$ cat src/rtl/pipe_stage_chain.sv
// pipe_stage_chain: parametrised inter-stage register chain (IF/ID .. MEM/WB) with
// per-stage stall/flush/valid tracking, bubble insertion below a stall and a global lock.
// Latency 1 cycle per stage; a stall at stage m holds registers 0..m, iLock freezes all.
// Ports: iCLK, iRST (async active-low), iData/iValid (into reg 0), iStall/iFlush (per reg),
//        iLock, oData (reg k at [k*DATA_W +: DATA_W]), oValid, oHold, oReady.
// Optional macro PIPE_PERF_CNT_EN adds iPerfClr, oPerfStall, oPerfBubble (32-bit saturating).
module pipe_stage_chain #(
  parameter int DATA_W          = 64,
  parameter int STAGES          = 4,
  parameter int CLEAR_ON_BUBBLE = 1
) (
  input  logic                     iCLK,
  input  logic                     iRST,
  input  logic [DATA_W-1:0]        iData,
  input  logic                     iValid,
  input  logic [STAGES-1:0]        iStall,
  input  logic [STAGES-1:0]        iFlush,
  input  logic                     iLock,
`ifdef PIPE_PERF_CNT_EN
  input  logic                     iPerfClr,
  output logic [STAGES*32-1:0]     oPerfStall,
  output logic [STAGES*32-1:0]     oPerfBubble,
`endif
  output logic [STAGES*DATA_W-1:0] oData,
  output logic [STAGES-1:0]        oValid,
  output logic [STAGES-1:0]        oHold,
  output logic                     oReady
);

  logic [DATA_W-1:0] dataQ [STAGES];
  logic [STAGES-1:0] validQ;

  logic [STAGES-1:0] hold;
  logic [STAGES-1:0] upHold;   // hold of the register feeding register k
  logic [STAGES-1:0] bubble;
  logic [STAGES-1:0] load;
  logic [DATA_W-1:0] upData [STAGES];
  logic [STAGES-1:0] upValid;

  // A stall anywhere at or above k holds register k: no room downstream.
  always_comb begin
    hold = '0;
    for (int k = 0; k < STAGES; k++) begin
      hold[k] = |(iStall >> k);
    end
  end

  always_comb begin
    upData[0]  = iData;
    upValid[0] = iValid;
    upHold[0]  = 1'b0;
    for (int k = 1; k < STAGES; k++) begin
      upData[k]  = dataQ[k-1];
      upValid[k] = validQ[k-1];
      upHold[k]  = hold[k-1];
    end
  end

  // Lock beats hold, hold beats flush: a held register is never flushed.
  always_comb begin
    bubble = '0;
    load   = '0;
    for (int k = 0; k < STAGES; k++) begin
      bubble[k] = ~iLock & ~hold[k] & (iFlush[k] | upHold[k]);
      load[k]   = ~iLock & ~hold[k] & ~(iFlush[k] | upHold[k]);
    end
  end

  always_ff @(posedge iCLK or negedge iRST) begin
    if (!iRST) begin
      validQ <= '0;
      for (int k = 0; k < STAGES; k++) begin
        dataQ[k] <= '0;
      end
    end else begin
      for (int k = 0; k < STAGES; k++) begin
        if (bubble[k]) begin
          validQ[k] <= 1'b0;
          if (CLEAR_ON_BUBBLE != 0) begin
            dataQ[k] <= '0;
          end
        end else if (load[k]) begin
          // iValid=0 at reg 0 is a plain load, so its payload is kept.
          validQ[k] <= upValid[k];
          dataQ[k]  <= upData[k];
        end
      end
    end
  end

  always_comb begin
    oData = '0;
    for (int k = 0; k < STAGES; k++) begin
      oData[k*DATA_W +: DATA_W] = dataQ[k];
    end
  end

  assign oValid = validQ;
  assign oHold  = hold;
  assign oReady = ~hold[0] & ~iLock;

`ifdef PIPE_PERF_CNT_EN
  logic [31:0] stallCnt  [STAGES];
  logic [31:0] bubbleCnt [STAGES];

  always_ff @(posedge iCLK or negedge iRST) begin
    if (!iRST) begin
      for (int k = 0; k < STAGES; k++) begin
        stallCnt[k]  <= '0;
        bubbleCnt[k] <= '0;
      end
    end else if (iPerfClr) begin
      for (int k = 0; k < STAGES; k++) begin
        stallCnt[k]  <= '0;
        bubbleCnt[k] <= '0;
      end
    end else begin
      for (int k = 0; k < STAGES; k++) begin
        if (!iLock && hold[k] && (stallCnt[k] != 32'hFFFF_FFFF)) begin
          stallCnt[k] <= stallCnt[k] + 32'd1;
        end
        if (bubble[k] && (bubbleCnt[k] != 32'hFFFF_FFFF)) begin
          bubbleCnt[k] <= bubbleCnt[k] + 32'd1;
        end
      end
    end
  end

  always_comb begin
    oPerfStall  = '0;
    oPerfBubble = '0;
    for (int k = 0; k < STAGES; k++) begin
      oPerfStall[k*32 +: 32]  = stallCnt[k];
      oPerfBubble[k*32 +: 32] = bubbleCnt[k];
    end
  end
`endif

endmodule

$ cat config.mk
export PLATFORM = sky130hd
export DESIGN_NAME = pipe_stage_chain
export DESIGN_NICKNAME = d
export VERILOG_FILES = /design/src/rtl/pipe_stage_chain.sv
export SDC_FILE = /design/constraint.sdc
export NUM_CORES = 1
export LEC_CHECK = 0
export ABC_AREA = 1
export CELL_PAD_IN_SITES_DETAIL_PLACEMENT = 0
export CELL_PAD_IN_SITES_GLOBAL_PLACEMENT = 1
export CORE_ASPECT_RATIO = 0.8
export CORE_UTILIZATION = 36
export CTS_CLUSTER_SIZE = 28
export DETAILED_ROUTE_END_ITERATION = 16
export PLACE_DENSITY = 0.82
export SLEW_MARGIN = 20
export SYNTH_ARGS = -nofsm -noshare
export SYNTH_HDL_FRONTEND = slang
export SYNTH_SLANG_ARGS = --single-unit
$ cat constraint.sdc
create_clock -name iCLK -period 2.1 [get_ports iCLK]
set_input_delay 0.42 -clock iCLK [delete_from_list [all_inputs] [get_ports iCLK]]
set_output_delay 0.42 -clock iCLK [all_outputs]
set_load 0.005 [all_outputs]
# Word level (Yosys, flattened, before mapping)
# Index checks and enable logic that the tools add are counted.
[totals]
elab_cells = 55
output_inout_bits = 265
reg_bits = 260
[classes]
bitwise = 24
n_reduce_logical = 7
n_mux = 16
[op_table]
columns = ["op", "n"]
rows = [
  ["$mux 64", 8],
  ["$and 1x1->1", 12],
  ["$not 1->1", 9],
  ["$mux 1", 8],
  ["$reduce_bool 2->1", 4],
  ["$reduce_or 4->1", 1],
  ["$or 1x1->1", 3],
  ["$reduce_or 3->1", 1],
  ["$reduce_or 2->1", 1],
]

# Depth between registers and ports, before layout
# Gate-level depths: netlist of run 1.
[depth]
ltp_word = 6
mapped_depth = 8

# Worst setup path before layout of run 1
# No wires, ideal clock.
[synth_timing]
kind = "input -> output"
startpoint = "in iLock"
endpoint = "out oReady"
t_required_ns = 1.680
t_arrival_ns = 0.979
slack_ns = 0.701
stages = 6
path_cell_list = "inv_1 -> nand2_1 -> nor2_1 -> nand2_2 -> clkbuf_2 -> inv_1"
[synth_between]
elab_chain_len = 2
[synth_rtl]
columns = ["item", "line_no", "text"]
rows = [
  ["start: declaration", "18", "input logic iLock,"],
  ["$not 1->1", "100", "assign oReady = ~hold[0] & ~iLock;"],
  ["$and 1x1->1", "100", ""],
  ["end: declaration", "27", "output logic oReady"],
]
# Every way passes these cells.

# Final worst setup path of run 1
[layout_timing]
startpoint = "in iStall[2]"
endpoint = "out oHold[2]"
[layout_between]
elab_chain_len = 1
[layout_rtl]
columns = ["item", "line_no", "text"]
rows = [
  ["start: declaration", "16", "input logic [STAGES-1:0] iStall,"],
  ["$reduce_or 2->1", "44", "hold[k] = |(iStall >> k);"],
  ["end: declaration", "26", "output logic [STAGES-1:0] oHold,"],
]
# Every way passes these cells.

==> results of run 1 <==
[timing repair]
| item | CTS | global route |
|---|---|---|
| endpoints found under the hold margin | 57 | 0 |
| hold buffers | 1 | 0 |
| setup endpoints to repair | 3 | 3 |
| resized for setup | 6 | 5 |
[Yosys cell counts (all sizes together)]
master  count  share of area (%)
o21ai     130                6.5
buf        39                2.7
clkbuf     24               0.91
nand4       1               0.12
nor2        6               0.32
inv        74                2.8
nand2     592                 22
nand3       3               0.15
dfrtp     260                 65
[per-layer routing]
layer / track usage (%) / vias to the layer above
li1: - / 4137
met1: 27.24 / 3926
met2: 33.71 / 217
met3: 5.067 / 51
met4: 6.048 / 0
met5: 0 / -
[through the flow]
step | cell area, sq um | util (%) | cells | power, mW
floorplan | 10080 | - | 1129 | 5.745
global placement | 14050 | 51.34 | 1801 | 6.590
detailed placement | 14050 | 51.34 | 1801 | 6.604
CTS | 14920 | 54.53 | 1851 | 11.28
global route | 14940 | 54.60 | 1852 | 11.58
finish | 14940 | 54.60 | 1852 | 11.13
[flip-flops by register name, indices dropped and copies added, names as in the netlist]
name and cells:
oData 256, oValid 4
[cell usage in the layout, fill, tap and decap left out]
| master | n |
|---|---|
| inv_1 | 71 |
| buf_8 | 1 |
| dfrtp_1 | 260 |
| clkbuf_1 | 5 |
| buf_6 | 1 |
| inv_2 | 3 |
| clkinv_2 | 11 |
| dlymetal6s2s_1 | 3 |
| clkbuf_16 | 27 |
| o21ai_0 | 54 |
| bufinv_16 | 1 |
| dlygate4sd3_1 | 1 |
| nand2_4 | 1 |
| dlygate4sd2_1 | 2 |
| buf_12 | 15 |
| clkbuf_8 | 5 |
| o21ai_1 | 76 |
| nand3_1 | 2 |
| nand2_2 | 2 |
| nor2_4 | 6 |
| nand2_1 | 589 |
| buf_4 | 15 |
| nand3_4 | 1 |
| diode_2 | 1 |
| nand4_4 | 1 |
| clkdlybuf4s50_1 | 334 |
[critical path: cells and delay by family]
family | cells | cell delay [ps]
AND/OR/NAND/NOR | 1 | 130
buffers and inverters | 4 | 950
[cell families after synthesis]
family | Yosys count
DFF | 260
AOI/OAI and AO/OA | 130
buffers and inverters | 137
and+or+nand+nor | 602
[power by group through the flow]
stage	logic (mW)	clock network, mW	registers, mW
floorplan	0.277	0	5.47
global placement	1.11	0	5.48
detailed placement	1.12	0	5.48
CTS	1.13	4.75	5.39
global route	1.23	4.93	5.42
finish	1.11	4.62	5.39
[area by class of cell]
cell class | instances | area (sq um) | area share (%)
Antenna cell | 1 | 2.502 | 0.01675
Timing Repair Buffer | 372 | 3847 | 25.75
Multi-Input combinational cell | 732 | 3002 | 20.09
Inverter | 74 | 277.8 | 1.859
Clock buffer | 37 | 763.2 | 5.109
Sequential cell | 260 | 6506 | 43.55
Clock inverter | 12 | 85.08 | 0.5695
Tap cell | 364 | 455.4 | 3.049
[final timing paths]
check / start / to / slack (ps) / depth (start not counted)
worst max-delay path: iStall[2] / oHold[2] / 170 / 5
worst min-delay path: iRST / oData[124]$_DFFE_PN0P_ / 420 / 2
worst max register to register: oData[126]$_DFFE_PN0P_ / oData[190]$_DFFE_PN0P_ / 1330 / 4
worst min register to register: oData[235]$_DFFE_PN0P_ / oData[235]$_DFFE_PN0P_ / 480 / 2
max in group asynchronous: iRST / oData[162]$_DFFE_PN0P_ / 950 / 3
min in group iCLK: iStall[1] / oData[190]$_DFFE_PN0P_ / 420 / 6
==> impl_metrics.py, run 1 <==
metrics = {
    "run_status": {
        "outcome": "finished clean",
    },
    "sta": {
        "timing.final.hold_violations": 0,
        "worst_slack_ps": 166.8,
        "clock-skew-final_ps": 9.140,
        "fin_tns_setup_ps": 0,
        "max-slew-margin-rel_pct": 48.95,
        "final_period_minus_worst_setup_slack_ps": 1933,
        "fmaxAchievable_ghz": 0.5173,
        "slew_at_the_pin_with_the_worst_max_slew_slack_ps": 765.8,
        "grt_setup_unrepaired": "no",
        "final.hold.worst_slack_ps": 419.0,
        "slew_violations": 0,
        "period_share_pct": 92.06,
        "report.final.setup_viol": 0,
    },
    "floorplanning": {
        "core_sq_um": 27360,
        "boundaryPins": 341,
        "initial_core_util_pct": 36.83,
        "core.rowCount": 54,
        "chipWidth_um": 189.1,
        "dieArea_sq_um": 28670,
        "die_y_um": 151.7,
    },
    "worst_setup_path": {
        "worstPathArrival_ps": 1510,
        "startpoint_type": "input pin",
        "timing.setup.critical_path_class": "input pin to primary output",
        "crit_path_max_incr_delay_ps": 460,
        "critPathMaxFanout": 4,
        "slowest_stage": "clkdlybuf4s50_1",
        "cp_cell_sequence": "dlygate4sd2_1 -> buf_4 -> nor2_4 -> inv_1 -> clkdlybuf4s50_1",
        "critPathCaptureType": "primary output",
        "critPathRequiredTime_ps": 1680,
    },
    "synth": {
        "library_cells_used_by_synthesis": 17,
        "mappedNetlistNets": 1205,
        "synth-xor-area-share_pct": 0,
        "syn_area_per_cell_sq_um": 8.927,
        "post_synth_fa_ha_maj_area_fraction_pct": 0,
        "synth_cells": 1129,
        "multiplexer_share_of_the_synthesized_area_pct": 0,
        "synth_sequential_area_ratio_pct": 64.56,
        "synth_compound_area_share_pct": 6.456,
        "syn-cell-area_sq_um": 10080,
        "largest_family_of_logic_cells_by_synthesized_area": "simple AND/OR/NAND/NOR gates",
        "ys_seq_elements": 260,
        "post_synth_and_or_nand_nor_area_fraction_pct": 22.67,
        "yosys_warnings": 0,
    },
    "drt": {
        "drcViolationCount": 0,
        "post_drt_wl_per_cell_um": 15.98,
        "route.antenna.remaining_nets": 0,
        "top_sig_layer": "met4",
        "met3_wirelength_um": 1870,
        "vias_per_cell": 4.498,
        "detail_route.first_pass.iterations": 4,
        "vias": 8331,
        "wl_met2_um": 13900,
        "detail_route.wirelength.met1_um": 13020,
        "number_of_drc_violations_after_detailed_routing_iteration_0": 268,
        "postRouteWirelength_um": 29600,
    },
    "layout": {
        "area_delta_synth_final_pct": 48.23,
        "nNetsFinal": 1543,
        "drive_gt1_share_pct": 6.052,
        "fillers": 2510,
    },
    "power": {
        "power.internal_mw": 8.492,
        "pwr-share-comb_pct": 10.0,
        "power.share.clock_pct": 41.6,
        "seqPwrFrac_pct": 48.5,
        "irDropWorstVdd_mv": 0.5211,
        "p_sw_share_pct": 23.68,
        "p_switching_mw": 2.635,
        "power_density_nw_per_um2": 744.8,
        "reported_leakage_power_nw": 7.095,
    },
    "min_path": {
        "hold_class": "input pin to async pin",
    },
    "clock_tree": {
        "maximum_number_of_buffers_from_clock_root_to_sink": 3,
        "clkLatencyLatePin_ps": 530,
        "postCtsSetupRepairBufs": 0,
        "cts_inserted_buffers": 27,
        "cts.sink_count": 260,
        "cts_tree": "done",
        "clk_pin_slew_ps": 60,
        "clk_root_buffer_cell": "clkbuf_16",
        "htree_num_levels": 1,
    },
    "global_route": {
        "first_pass_grt_wire_length_um": 46450,
        "initial_antenna_violation_count": 1,
        "gr-usage-all-layers_pct": 20.61,
        "pin_count_of_the_biggest_net_entering_global_routing": 79,
        "grt_overflow_total": 0,
        "grt_pass1_vias": 8130,
    },
    "placed_design": {
        "dpl.hpwl_um": 20170,
        "preCtsSetupSlack_ps": -170.2,
        "place.gp.congestion": 0.8219,
        "io_buffer_count": 340,
    },
    "flow_run": {
        "max-cap-violations": 0,
    },
}
Note: power is estimated with default switching activity, not from simulation.
==> run 2: changes to the inputs <==
--- a/config.mk
+++ b/config.mk
@@ -5,11 +5,10 @@
 export SDC_FILE = /design/constraint.sdc
 export NUM_CORES = 1
 export LEC_CHECK = 0
-export ABC_AREA = 1
 export CELL_PAD_IN_SITES_DETAIL_PLACEMENT = 0
 export CELL_PAD_IN_SITES_GLOBAL_PLACEMENT = 1
 export CORE_ASPECT_RATIO = 0.8
-export CORE_UTILIZATION = 36
+export CORE_UTILIZATION = 38
 export CTS_CLUSTER_SIZE = 28
 export DETAILED_ROUTE_END_ITERATION = 16
 export PLACE_DENSITY = 0.82
==> run 2 against run 1 <==
Wire length grew 2.2%. Sequential cell count stayed put. Utilization is 3.7 points higher. Die area fell by 8.8%. Sequential share of layout area up 1.6 points. Setup slack lost 120 ps. Clock skew shrank 3.7 ps. Critical path depth stayed put. Clock-buffer cell count is 1 lower. Worst hold slack worse by 33 ps. Register-to-register slack worse by 20 ps. Critical endpoint is now oHold[1]. Largest cell class unchanged.
==> impl_metrics.py, run 2 <==
metrics = {
    "clock_tree": {
        "htree_num_levels": 1,
        "cts_inserted_buffers": 26,
        "cts_tree": "done",
        "maximum_number_of_buffers_from_clock_root_to_sink": 3,
        "cts.sink_count": 260,
        "clk_pin_slew_ps": 60,
        "clk_root_buffer_cell": "clkbuf_16",
        "clkLatencyLatePin_ps": 520,
        "postCtsSetupRepairBufs": 0,
    },
    "sta": {
        "slew_at_the_pin_with_the_worst_max_slew_slack_ps": 832.2,
        "grt_setup_unrepaired": "no",
        "report.final.setup_viol": 0,
        "fmaxAchievable_ghz": 0.4869,
        "max-slew-margin-rel_pct": 44.52,
        "worst_slack_ps": 46.22,
        "period_share_pct": 97.80,
        "fin_tns_setup_ps": 0,
        "clock-skew-final_ps": 5.487,
        "timing.final.hold_violations": 0,
        "slew_violations": 0,
        "final_period_minus_worst_setup_slack_ps": 2054,
    },
    "worst_setup_path": {
        "worstPathArrival_ps": 1630,
        "critPathMaxFanout": 3,
        "critPathCaptureType": "primary output",
        "critPathTopFamily": "buffers and inverters",
        "critPathRequiredTime_ps": 1680,
        "crit_path_max_incr_delay_ps": 380,
        "slowest_stage": "or3_4",
        "crit_start": "iStall[2]",
        "startpoint_type": "input pin",
        "timing.setup.critical_path_class": "input pin to primary output",
        "origin_of_the_critical_flop_to_flop_path": "oData[139]$_DFFE_PN0P_",
        "cp_cell_sequence": "dlygate4sd2_1 -> buf_4 -> or3_4 -> buf_4 -> dlygate4sd2_1",
        "timing.critical_path.buf_inv": 4,
    },
    "global_route": {
        "pin_count_of_the_biggest_net_entering_global_routing": 77,
        "gr-usage-all-layers_pct": 23.06,
        "grt_pass1_vias": 7530,
        "grt_overflow_total": 0,
        "first_pass_grt_wire_length_um": 46490,
        "initial_antenna_violation_count": 1,
    },
    "power": {
        "irDropWorstVdd_mv": 0.5382,
        "reported_leakage_power_nw": 6.354,
        "power_density_nw_per_um2": 815.0,
        "p_sw_share_pct": 23.65,
        "power.share.clock_pct": 40.5,
        "p_switching_mw": 2.776,
        "power.internal_mw": 8.961,
        "seqPwrFrac_pct": 47.3,
        "pwr-share-comb_pct": 12.2,
    },
    "placed_design": {
        "preCtsSetupSlack_ps": -661.0,
        "place.gp.congestion": 0.7803,
        "dpl.hpwl_um": 20380,
        "io_buffer_count": 340,
    },
    "synth": {
        "yosys_warnings": 0,
        "syn-cell-area_sq_um": 9693,
        "synth_async_sr_flop_share_pct": 100.0,
        "mappedNetlistNets": 809,
        "synth_sequential_area_ratio_pct": 67.12,
        "post_synth_most_frequent_cells": "260 x dfrtp_1, 195 x a22o_1, 91 x o21ai_0",
        "synth_largest_area_cell": "dfrtp_1",
        "yosysMostFrequentCell": "dfrtp_1",
        "synth.area.top_cells": "dfrtp_1 67%, a22o_1 18%, o21ai_0 4.7%",
        "ys_seq_elements": 260,
        "library_cells_used_by_synthesis": 17,
        "synthFlopType": "dfrtp_1",
        "syn_area_per_cell_sq_um": 13.22,
        "synth_largest_type_area_fraction_pct": 67.12,
        "post_synth_edffs": 0,
        "synth_cells": 733,
    },
    "layout": {
        "largest_reg_flops": 256,
        "drive_gt1_share_pct": 8.163,
        "final_common_cell": "clkdlybuf4s50_1",
        "finish.utilization_pct": 58.32,
        "fillers": 2012,
        "nNetsFinal": 1136,
        "antenna-diode-count": 0,
        "leading_cell_types_in_the_layout_fill_and_taps_excluded": "330 x clkdlybuf4s50_1, 260 x dfrtp_1, 195 x a22o_1",
        "area_delta_synth_final_pct": 48.57,
    },
    "floorplanning": {
        "dieArea_sq_um": 26150,
        "boundaryPins": 341,
        "die_y_um": 144.9,
        "chipWidth_um": 180.6,
        "core.rowCount": 51,
        "initial_core_util_pct": 39.25,
        "core_sq_um": 24690,
    },
    "drt": {
        "vias_per_cell": 5.388,
        "postRouteWirelength_um": 30250,
        "vias": 7522,
        "number_of_drc_violations_after_detailed_routing_iteration_0": 427,
        "detail_route.first_pass.iterations": 4,
        "drcViolationCount": 0,
        "post_drt_wl_per_cell_um": 21.67,
        "route.antenna.remaining_nets": 0,
    },
    "run_status": {
        "outcome": "finished clean",
    },
    "flow_run": {
        "max-cap-violations": 0,
    },
    "min_path": {
        "hold_class": "input pin to async pin",
    },
}
## run 2: cell count changes in the layout (fill, tap and decap cells not counted), moves of 6 or more
cell	before	now
inv_1	71	0
o21ai_1	76	39
a22o_1	0	195
clkinv_2	11	5
nand2b_1	0	65
nand2_1	589	0
o21ai_0	54	91
## run 2: cells by family after synthesis
logic type             count (synthesis)  synth area share (%)
AO/OA/AOI/OAI                        325                 24.33
flip-flops                           260                 67.12
buffers and inverters                 73                 3.679
AND/OR/NAND/NOR                       75                 4.866
## run 2: repair_timing
action / in CTS / in global routing
gates cloned: 0 / 0
resized for setup: 16 / 2
pin swaps: 2 / 2
endpoints found under the hold margin: 37 / 0
endpoints found under the setup margin: 60 / 2
hold buffers: 1 / 0
## run 2: worst paths after layout
| check | endpoint | slack (ps) | cells after the start |
|---|---|---|---|
| setup reg to reg | oData[139]$_DFFE_PN0P_ | 1310 | 1 |
| hold / removal | oData[116]$_DFFE_PN0P_ | 390 | 2 |
| min in group iCLK | oData[28]$_DFFE_PN0P_ | 430 | 3 |
| max in group asynchronous | oData[103]$_DFFE_PN0P_ | 1000 | 3 |
| setup / recovery | oHold[1] | 50 | 5 |
| hold reg to reg | oData[111]$_DFFE_PN0P_ | 500 | 1 |
## run 2: power groups by stage
stage               clock network, mW  registers [mW]  logic, mW
finish                           4.75            5.55       1.43
global route                     5.07            5.59       1.56
detailed placement                  0            5.64       1.45
floorplan                           0            5.61      0.369
global placement                    0            5.63       1.43
CTS                              4.86            5.55       1.45
## run 2: cell type report
cell class	count	area [sq um]	share of cell area, %
flip-flops and latches	260	6506	45.18
repair buffers	371	3761	26.12
multi-input cells	400	2861	19.87
clock buffers	36	739.5	5.135
well taps	318	397.9	2.763
clock inverters	10	131.4	0.9123
inverters	1	3.754	0.02606
## run 2: metal layers
metal  routed length, um  share of wire, %  track usage (%)
met1               13210                44            31.69
met5                  13             0.043                0
met3                2861               9.5            7.282
met2               13760                45            36.45
met4                 402               1.3            3.689
## run 2: through the flow
stage	hold WS [ps]	instance area (sq um)	power, mW	instances
final	386.5	14400	11.74	1396
after global routing	407.0	14400	12.22	1396
after CTS	384.5	14410	11.87	1396
after detailed placement	345.3	13530	7.088	1349
after global placement	341.8	13530	7.056	1349
after floorplan	124.4	9693	5.983	733
